### src/rtl/double_byte_serializer.sv
// double_byte_serializer
// Turns a frame of 64-bit double words into a little-endian byte stream,
// least significant byte first, so a frame of N words yields exactly 8*N
// bytes. Word input and byte output are both valid/ready streams.
// A start/length pair opens each frame, and a one-cycle done pulse closes it.

module double_byte_serializer #(
    parameter int WORD_W = 64,
    parameter int LEN_W  = 16
) (
    input  logic              clk,
    input  logic              rst,
    input  logic              start,
    input  logic [LEN_W-1:0]  length,
    output logic              busy,
    output logic              done,
    output logic [LEN_W-1:0]  word_count,
    input  logic              s_valid,
    output logic              s_ready,
    input  logic [WORD_W-1:0] s_data,
    output logic              m_valid,
    input  logic              m_ready,
    output logic [7:0]        m_data,
    output logic              m_last
);

    typedef enum logic [1:0] {
        ST_IDLE  = 2'd0,
        ST_LOAD  = 2'd1,
        ST_SHIFT = 2'd2,
        ST_DONE  = 2'd3
    } state_t;

    localparam logic [LEN_W-1:0] LEN_ONE  = LEN_W'(1);
    localparam logic [2:0]       IDX_LAST = 3'd7;

    state_t              r_state;
    logic [WORD_W-1:0]   r_shreg;
    logic [2:0]          r_byte_idx;
    logic [LEN_W-1:0]    r_len;
    logic [LEN_W-1:0]    r_word_count;

    logic                w_byte_hs;
    logic                w_word_end;
    logic                w_last_word;

    // The word in flight is the final word of the frame. word_count never
    // reaches r_len while bytes are still being emitted, so the length of
    // 2^LEN_W-1 works without the counter overflowing.
    assign w_last_word = (r_word_count == (r_len - LEN_ONE));
    assign w_byte_hs   = (r_state == ST_SHIFT) && m_ready;
    assign w_word_end  = w_byte_hs && (r_byte_idx == IDX_LAST);

    // All outputs are decoded from registered state only, except s_ready.
    // s_ready opens mid-SHIFT exactly on the byte-7 handshake of a non-final
    // word, so a waiting word is taken without a bubble.
    assign busy       = (r_state != ST_IDLE);
    assign done       = (r_state == ST_DONE);
    assign m_valid    = (r_state == ST_SHIFT);
    assign m_data     = r_shreg[7:0];
    assign m_last     = (r_state == ST_SHIFT) && (r_byte_idx == IDX_LAST) && w_last_word;
    assign word_count = r_word_count;
    assign s_ready    = (r_state == ST_LOAD) || (w_word_end && !w_last_word);

    // Frame FSM: latch the length, load words, shift bytes out, then pulse done.
    always_ff @(posedge clk) begin
        if (rst) begin
            r_state      <= ST_IDLE;
            r_shreg      <= '0;
            r_byte_idx   <= '0;
            r_len        <= '0;
            r_word_count <= '0;
        end else begin
            case (r_state)
                ST_IDLE: begin
                    if (start) begin
                        r_word_count <= '0;
                        if (length != '0) begin
                            r_len   <= length;
                            r_state <= ST_LOAD;
                        end else begin
                            r_state <= ST_DONE;
                        end
                    end
                end

                ST_LOAD: begin
                    if (s_valid) begin
                        r_shreg    <= s_data;
                        r_byte_idx <= '0;
                        r_state    <= ST_SHIFT;
                    end
                end

                ST_SHIFT: begin
                    if (m_ready) begin
                        r_shreg    <= r_shreg >> 8;
                        r_byte_idx <= r_byte_idx + 3'd1;
                        if (r_byte_idx == IDX_LAST) begin
                            r_word_count <= r_word_count + LEN_ONE;
                            if (w_last_word) begin
                                r_state <= ST_DONE;
                            end else if (s_valid) begin
                                // Back-to-back word: reload and keep shifting.
                                r_shreg    <= s_data;
                                r_byte_idx <= '0;
                            end else begin
                                r_state <= ST_LOAD;
                            end
                        end
                    end
                end

                ST_DONE: begin
                    r_state <= ST_IDLE;
                end

                default: begin
                    r_state <= ST_IDLE;
                end
            endcase
        end
    end

endmodule

### config.mk
export PLATFORM = sky130hd
export DESIGN_NAME = double_byte_serializer
export DESIGN_NICKNAME = d
export VERILOG_FILES = /design/src/rtl/double_byte_serializer.sv
export SDC_FILE = /design/constraint.sdc
export NUM_CORES = 1
export LEC_CHECK = 0
export ABC_AREA = 1
export BUFFER_PORTS_ARGS = -buffer_cell sky130_fd_sc_hd__buf_2
export CAP_MARGIN = 5
export CORE_MARGIN = 10
export CORE_UTILIZATION = 40
export CTS_CLUSTER_SIZE = 12
export DETAILED_ROUTE_END_ITERATION = 12
export SLEW_MARGIN = 20
export SYNTH_ARGS = -nofsm -noshare
export SYNTH_HDL_FRONTEND = slang
export SYNTH_SLANG_ARGS = --single-unit
### constraint.sdc
create_clock -name clk -period 2.81 [get_ports clk]
set_clock_uncertainty 0.15 [all_clocks]
set_input_delay 0.7025 -clock clk [delete_from_list [all_inputs] [get_ports clk]]
set_output_delay 0.7025 -clock clk [all_outputs]
set_load 0.03 [all_outputs]
==> results of run 1 <==
routing by layer:
layer	track usage, %	part of all wire (%)
met5	0	0
met3	3.92	4.6
met1	21.8	49
met2	25.3	45
met4	4.73	1.4
flip-flops by register name (all words and copies together), names as in the netlist:
signal	flops
r_shreg	64
r_len	16
word_count	16
r_byte_idx	3
r_state	2
how the worst max path moves through the flow:
stage / cells after the start / slack [ps] / endpoint
floorplan: 11 / 180 / m_last
global placement: 11 / 130 / m_last
detailed placement: 11 / 90 / m_last
CTS: 12 / -180 / m_last
global route: 12 / -300 / m_last
finish: 12 / -120 / m_last
layout make-up:
class / count / share of cell area (%)
clock buffers: 13 / 3.80
multi-input cells: 592 / 41.4
repair buffers: 137 / 11.7
well taps: 180 / 3.29
inverters: 167 / 9.20
flip-flops and latches: 101 / 29.6
clock inverters: 3 / 0.987
cell families (layout without fill, tap and decap cells):
kind of cell    count (synthesis)  in the layout  synth area share [%]
flops                         101            101                  35.0
compound gates                128            128                  11.4
xor+xnor                       11             11                  1.67
fa+ha+maj                       4              4                 0.867
simple gates                  449            449                  34.4
buf+inv                       220            320                  16.7
cell usage in the layout, fill, tap and decap left out, drive strengths merged:
cell and instances:
a21oi 34, nor4 5, dfxtp 101, o21ai 89, a31oi 1, a221oi 1
clkbuf 13, o21a 1, nor2 72, and2 1, nor3 9, bufinv 2
inv 167, nand4 7, xnor2 5, nand2 208, ha 4, xor2 6
buf 137, or2 1, nand3 146, clkinvlp 1, o211ai 1, o22ai 1
per-stage QoR:
stage	setup WS [ps]	hold slack, ps	power, mW	instance area, um^2	cells
3_3_place_gp	128	307	3.14	6410	1170
5_1_grt	-298	349	4.89	6840	1193
4_1_cts	-178	319	4.58	6810	1191
3_5_place_dp	92.8	309	3.15	6410	1170
2_1_floorplan	184	296	2.83	5780	913
6_report	-125	318	4.56	6840	1193
synthesized netlist by cell type, drive strengths merged:
cell    count
buf        29
a31oi       1
clkbuf     24
nor2       72
nor4        5
o21ai      89
nand4       7
a221oi      1
ha          4
inv       167
or2         1
and2        1
o22ai       1
a21oi      34
nand2     208
xor2        6
dfxtp     101
o211ai      1
xnor2       5
nand3     146
nor3        9
o21a        1
power groups by stage:
| stage | combinational, mW | sequential [mW] | clock, mW |
|---|---|---|---|
| final | 1.39 | 1.78 | 1.38 |
| after global routing | 1.61 | 1.81 | 1.47 |
| after CTS | 1.38 | 1.78 | 1.43 |
| after detailed placement | 1.34 | 1.80 | 0 |
| after global placement | 1.34 | 1.80 | 0 |
| after floorplan | 1.06 | 1.77 | 0 |
critical path, cell delays in order (launching register included):
cell     delay [ps]
dfxtp_2         360
inv_4            50
ha_4            250
xor2_1          130
nand2_1          80
nor2_1          100
nand2_1          50
nor2_1           90
nand2_1          70
nor2_2          120
nand4_1         130
nor2_2          150
buf_6           150
what timing repair did:
action | CTS | global route
endpoints found under the setup margin | 2 | 34
resized for setup | 13 | 6
setup buffers | 5 | 2
pin swaps | 5 | 7
gates cloned | 0 | 0
==> impl_metrics.tcl, run 1 <==
set metrics [dict create \
    ir_drop_uv 309 \
    fin_util_pct 48.9 \
    yosysTopAreaCell "dfxtp_1" \
    power_frac_comb_pct 30.5 \
    grt_pass1_wl_mm 27.2 \
    reg2reg_slack_ps 280 \
    cts_inserted_buffers 9 \
    clk_pin_slew_ps 70 \
    grt_max_degree 72 \
    seq_area_frac_synth_pct 35.0 \
    hold_violations 0 \
    die_x_um 140 \
    hp-start "r_shreg[60]$_SDFFE_PP0P_" \
    reg2reg_to "r_shreg[13]$_SDFFE_PP0P_" \
    dpl.hpwl_mm 11.5 \
    grt_usage_pct 16.3 \
    avgSynthCellArea_um2 6.33 \
    netlist_instances 913 \
    coreArea_um2 14000 \
    num-fill-cells 1540 \
    start_util_pct 41.3 \
    setup_viol_count_final 2 \
    critPathMaxFanout 3 \
    clk_latency_ps 360 \
    num_rows 43 \
    wire_per_inst_um 13.5 \
    drc_errors 0 \
    ios 114 \
    drt_iter0_markers 370 \
    yosysWarnings 0 \
    setup_slack_ps -125 \
    antenna_left 0 \
    clock-root-buffer "clkbuf_16" \
    p_sw_mw 1.58 \
    seqCellArea_um2 2030 \
    hold_depth 2 \
    r2r-start "r_len[0]$_SDFFE_PP0P_" \
    swShare_pct 34.8 \
    layout-drive-gt1-share_pct 18.5 \
    wirelength_mm 16.1 \
    worstSetupPathType "reg2out" \
    startpoint "r_len[0]$_SDFFE_PP0P_" \
    via_per_inst 4.83 \
    syn-cell-area_um2 5780 \
    period_needed_ps 2930 \
    place_congestion 0.858 \
    areaGrowthSynthToFinish_pct 18.5 \
    fin_crit_sh_pct 104 \
    die_h_um 140 \
    grt.overflow.total 0 \
    crit_path_end_kind "primary output" \
    dieArea_um2 19600 \
    first_pass_iters 5 \
    synth_fp_nets 1002 \
    ys_ff_latch 101 \
    tightest_slew_ps 462 \
    worstPathRequired_ps 1960 \
    violations "negative setup slack" \
    hold_end "r_shreg[60]$_SDFFE_PP0P_" \
    antenna_found_initial 0 \
    ctsLongestPathBuffers 2 \
    cp_data_arrival_time_ps 2080 \
    startpoint_type "register" \
    relSlewSlack_pct 69.2 \
    rsz0062_at_grt "yes" \
    via_count 5767 \
    multi_input_area_um2 2840 \
    antenna_cells 0 \
    setup_tns_ps -163 \
    cts_hold_buf 0 \
    htree_levels 3 \
    slew_violations 0 \
    cap_violations 0 \
    hold_path.class "reg2reg" \
    synth_cell_types 35 \
    rr_worst_depth 18 \
    portBuffers 113 \
    fin_nets 1097 \
    intPower_mw 2.97 \
    ys_top_cells_by_area "dfxtp_1 35%, nand2_1 13%, nand3_1 12%" \
    fmax_ghz 0.341 \
    outcome "complete, but fails checks" \
    pwr_density_cell_nw_per_um2 666 \
    clock_power_share_pct 30.4 \
    power_frac_seq_pct 39.1 \
    cts_tree "done" \
    p_leak_nw 3.81 \
    grt_pass1_vias 5575 \
    synth_top_area_share_pct 35.0 \
    clock-sinks 101 \
]
Note: power is estimated with default switching activity, not from simulation.
==> run 2, diff against run 1 <==
--- a/config.mk
+++ b/config.mk
@@ -10,6 +10,7 @@
 export CAP_MARGIN = 5
 export CORE_MARGIN = 10
 export CORE_UTILIZATION = 40
+export CTS_BUF_LIST = sky130_fd_sc_hd__clkbuf_8 sky130_fd_sc_hd__clkbuf_16
 export CTS_CLUSTER_SIZE = 12
 export DETAILED_ROUTE_END_ITERATION = 12
 export SLEW_MARGIN = 20
==> constraint.sdc (replaced) <==
create_clock -name clk -period 2.43 [get_ports clk]
set_clock_uncertainty 0.15 [all_clocks]
set_input_delay 0.6075 -clock clk [delete_from_list [all_inputs] [get_ports clk]]
set_output_delay 0.6075 -clock clk [all_outputs]
set_load 0.03 [all_outputs]
==> impl_metrics.tcl, run 2 (synthesized netlist as in run 1, its figures left out) <==
set metrics [dict create \
    routed-wl-met3_um 690 \
    antenna_found_initial 0 \
    num-fill-cells 1472 \
    worstPathRequired_ps 1670 \
    ir_drop_uv 413 \
    clk_latency_ps 360 \
    cp_data_arrival_time_ps 2120 \
    wirelength_mm 17.5 \
    dr.max_layer_used "met4" \
    wl_met2_mm 8.16 \
    dieArea_um2 19600 \
    relSlewSlack_pct 61.1 \
    critPathMaxFanout 2 \
    slowest_delay_ps 340 \
    pwr_density_cell_nw_per_um2 725 \
    start_util_pct 41.3 \
    via_count 6018 \
    die_h_um 140 \
    cap_violations 0 \
    ctsLongestPathBuffers 2 \
    grt_max_degree 57 \
    coreArea_um2 14000 \
    place_congestion 0.878 \
    p_leak_nw 4.15 \
    setup_viol_count_final 67 \
    slew_violations 0 \
    startpoint_type "register" \
    dpl.hpwl_mm 12.1 \
    fin_util_pct 53.3 \
    layout-drive-gt1-share_pct 24.3 \
    ios 114 \
    final_common_cell "nand2_1" \
    grt_pass1_vias 5821 \
    wire_per_inst_um 14.1 \
    first_pass_iters 4 \
    areaGrowthSynthToFinish_pct 29.2 \
    worstSetupPathType "reg2out" \
    portBuffers 113 \
    hold_path.class "reg2reg" \
    clk_pin_slew_ps 70 \
    clock-root-buffer "clkbuf_16" \
    clock-sinks 101 \
    crit_path_end_kind "primary output" \
    fin_nets 1146 \
    top_register "r_shreg" \
    cpMostUsedCell "nand2_1" \
    htree_levels 3 \
    drt_iter0_markers 395 \
    antenna_cells 0 \
    cts_tree "done" \
    grt_usage_pct 16.9 \
    hold_violations 0 \
    grt.overflow.total 0 \
    post-place-ws_ps -122 \
    rsz0062_at_grt "yes" \
    mostFrequentLayoutCells "196 x nand2_1, 161 x inv_1, 138 x nand3_1" \
    fin_crit_sh_pct 118 \
    die_x_um 140 \
    critical_path.cell_chain "inv_2, ha_4, xor2_1, nand2_1, nor2_2, nand2_1, nor2_1, nand2_1, nor2_2, buf_4, nand3_2, nand2_2, nand2_2, buf_6" \
    slowest_stage "dfxtp_2" \
    largest_reg_flops 64 \
    fmax_ghz 0.348 \
    antenna_left 0 \
    cts_inserted_buffers 9 \
    violations "negative setup slack" \
    routedLengthMet1_mm 8.44 \
    num_rows 43 \
    period_needed_ps 2870 \
    via_per_inst 4.85 \
    drc_errors 0 \
    grt_pass1_wl_mm 28.3 \
    outcome "complete, but fails checks" \
    tightest_slew_ps 584 \
    cts_hold_buf 0 \
    setup_slack_ps -444 \
]
[run 2: repair_timing]
item                                    CTS  global route
setup buffers                            10             3
endpoints found under the setup margin   11            72
gates cloned                              3             4
pin swaps                                 5            25
gates resized for setup                  16            30
[run 2: through the flow]
step,setup TNS (ps),std cells,cell area [um^2],power (mW),hold WS [ps]
final,-13000,1242,7460,5.41,319
after global routing,-26030,1242,7460,5.79,345
after global placement,-144,1208,6750,3.80,309
after detailed placement,-169,1208,6750,3.81,310
after floorplan,0,913,5780,3.27,296
after CTS,-2600,1236,7260,5.39,321
[run 2: where the power goes]
part           internal, mW  switching [mW]
sequential             1.90           0.149
combinational         0.760            1.13
clock                 0.773           0.691
[run 2: final cells by class]
type	count	area, um^2	area share (%)
timing repair buffer	186	1350	18.1
inverter	167	627	8.40
tap	180	225	3.02
multi-input combinational	592	2930	39.3
clock inverter	5	47.5	0.637
clock buffer	11	253	3.39
sequential	101	2030	27.2
[run 2: per-layer routing]
metal	global-route usage, %	up-vias
li1	-	3150
met1	22.5	2743
met2	27.3	111
met3	3.58	14
met4	3.86	0
met5	0	-
[run 2: critical path, delay by kind of cell, from the launching register on]
family | cells | cell delay, ps
buf+inv | 3 | 320
xor+xnor | 1 | 130
simple gates | 9 | 720
fa+ha+maj | 1 | 250
flops | 1 | 340
[run 2: final timing paths]
kind                                                from                  endpoint  slack (ps)  cells after the start
worst max-delay path               r_len[1]$_SDFFE_PP0P_                   s_ready        -440                     14
worst min-delay path            r_shreg[62]$_SDFFE_PP0P_  r_shreg[62]$_SDFFE_PP0P_         320                      2
worst max register to register     r_len[1]$_SDFFE_PP0P_   r_state[1]$_SDFFE_PP0P_        -300                     19
worst min register to register  r_shreg[62]$_SDFFE_PP0P_  r_shreg[62]$_SDFFE_PP0P_         320                      2
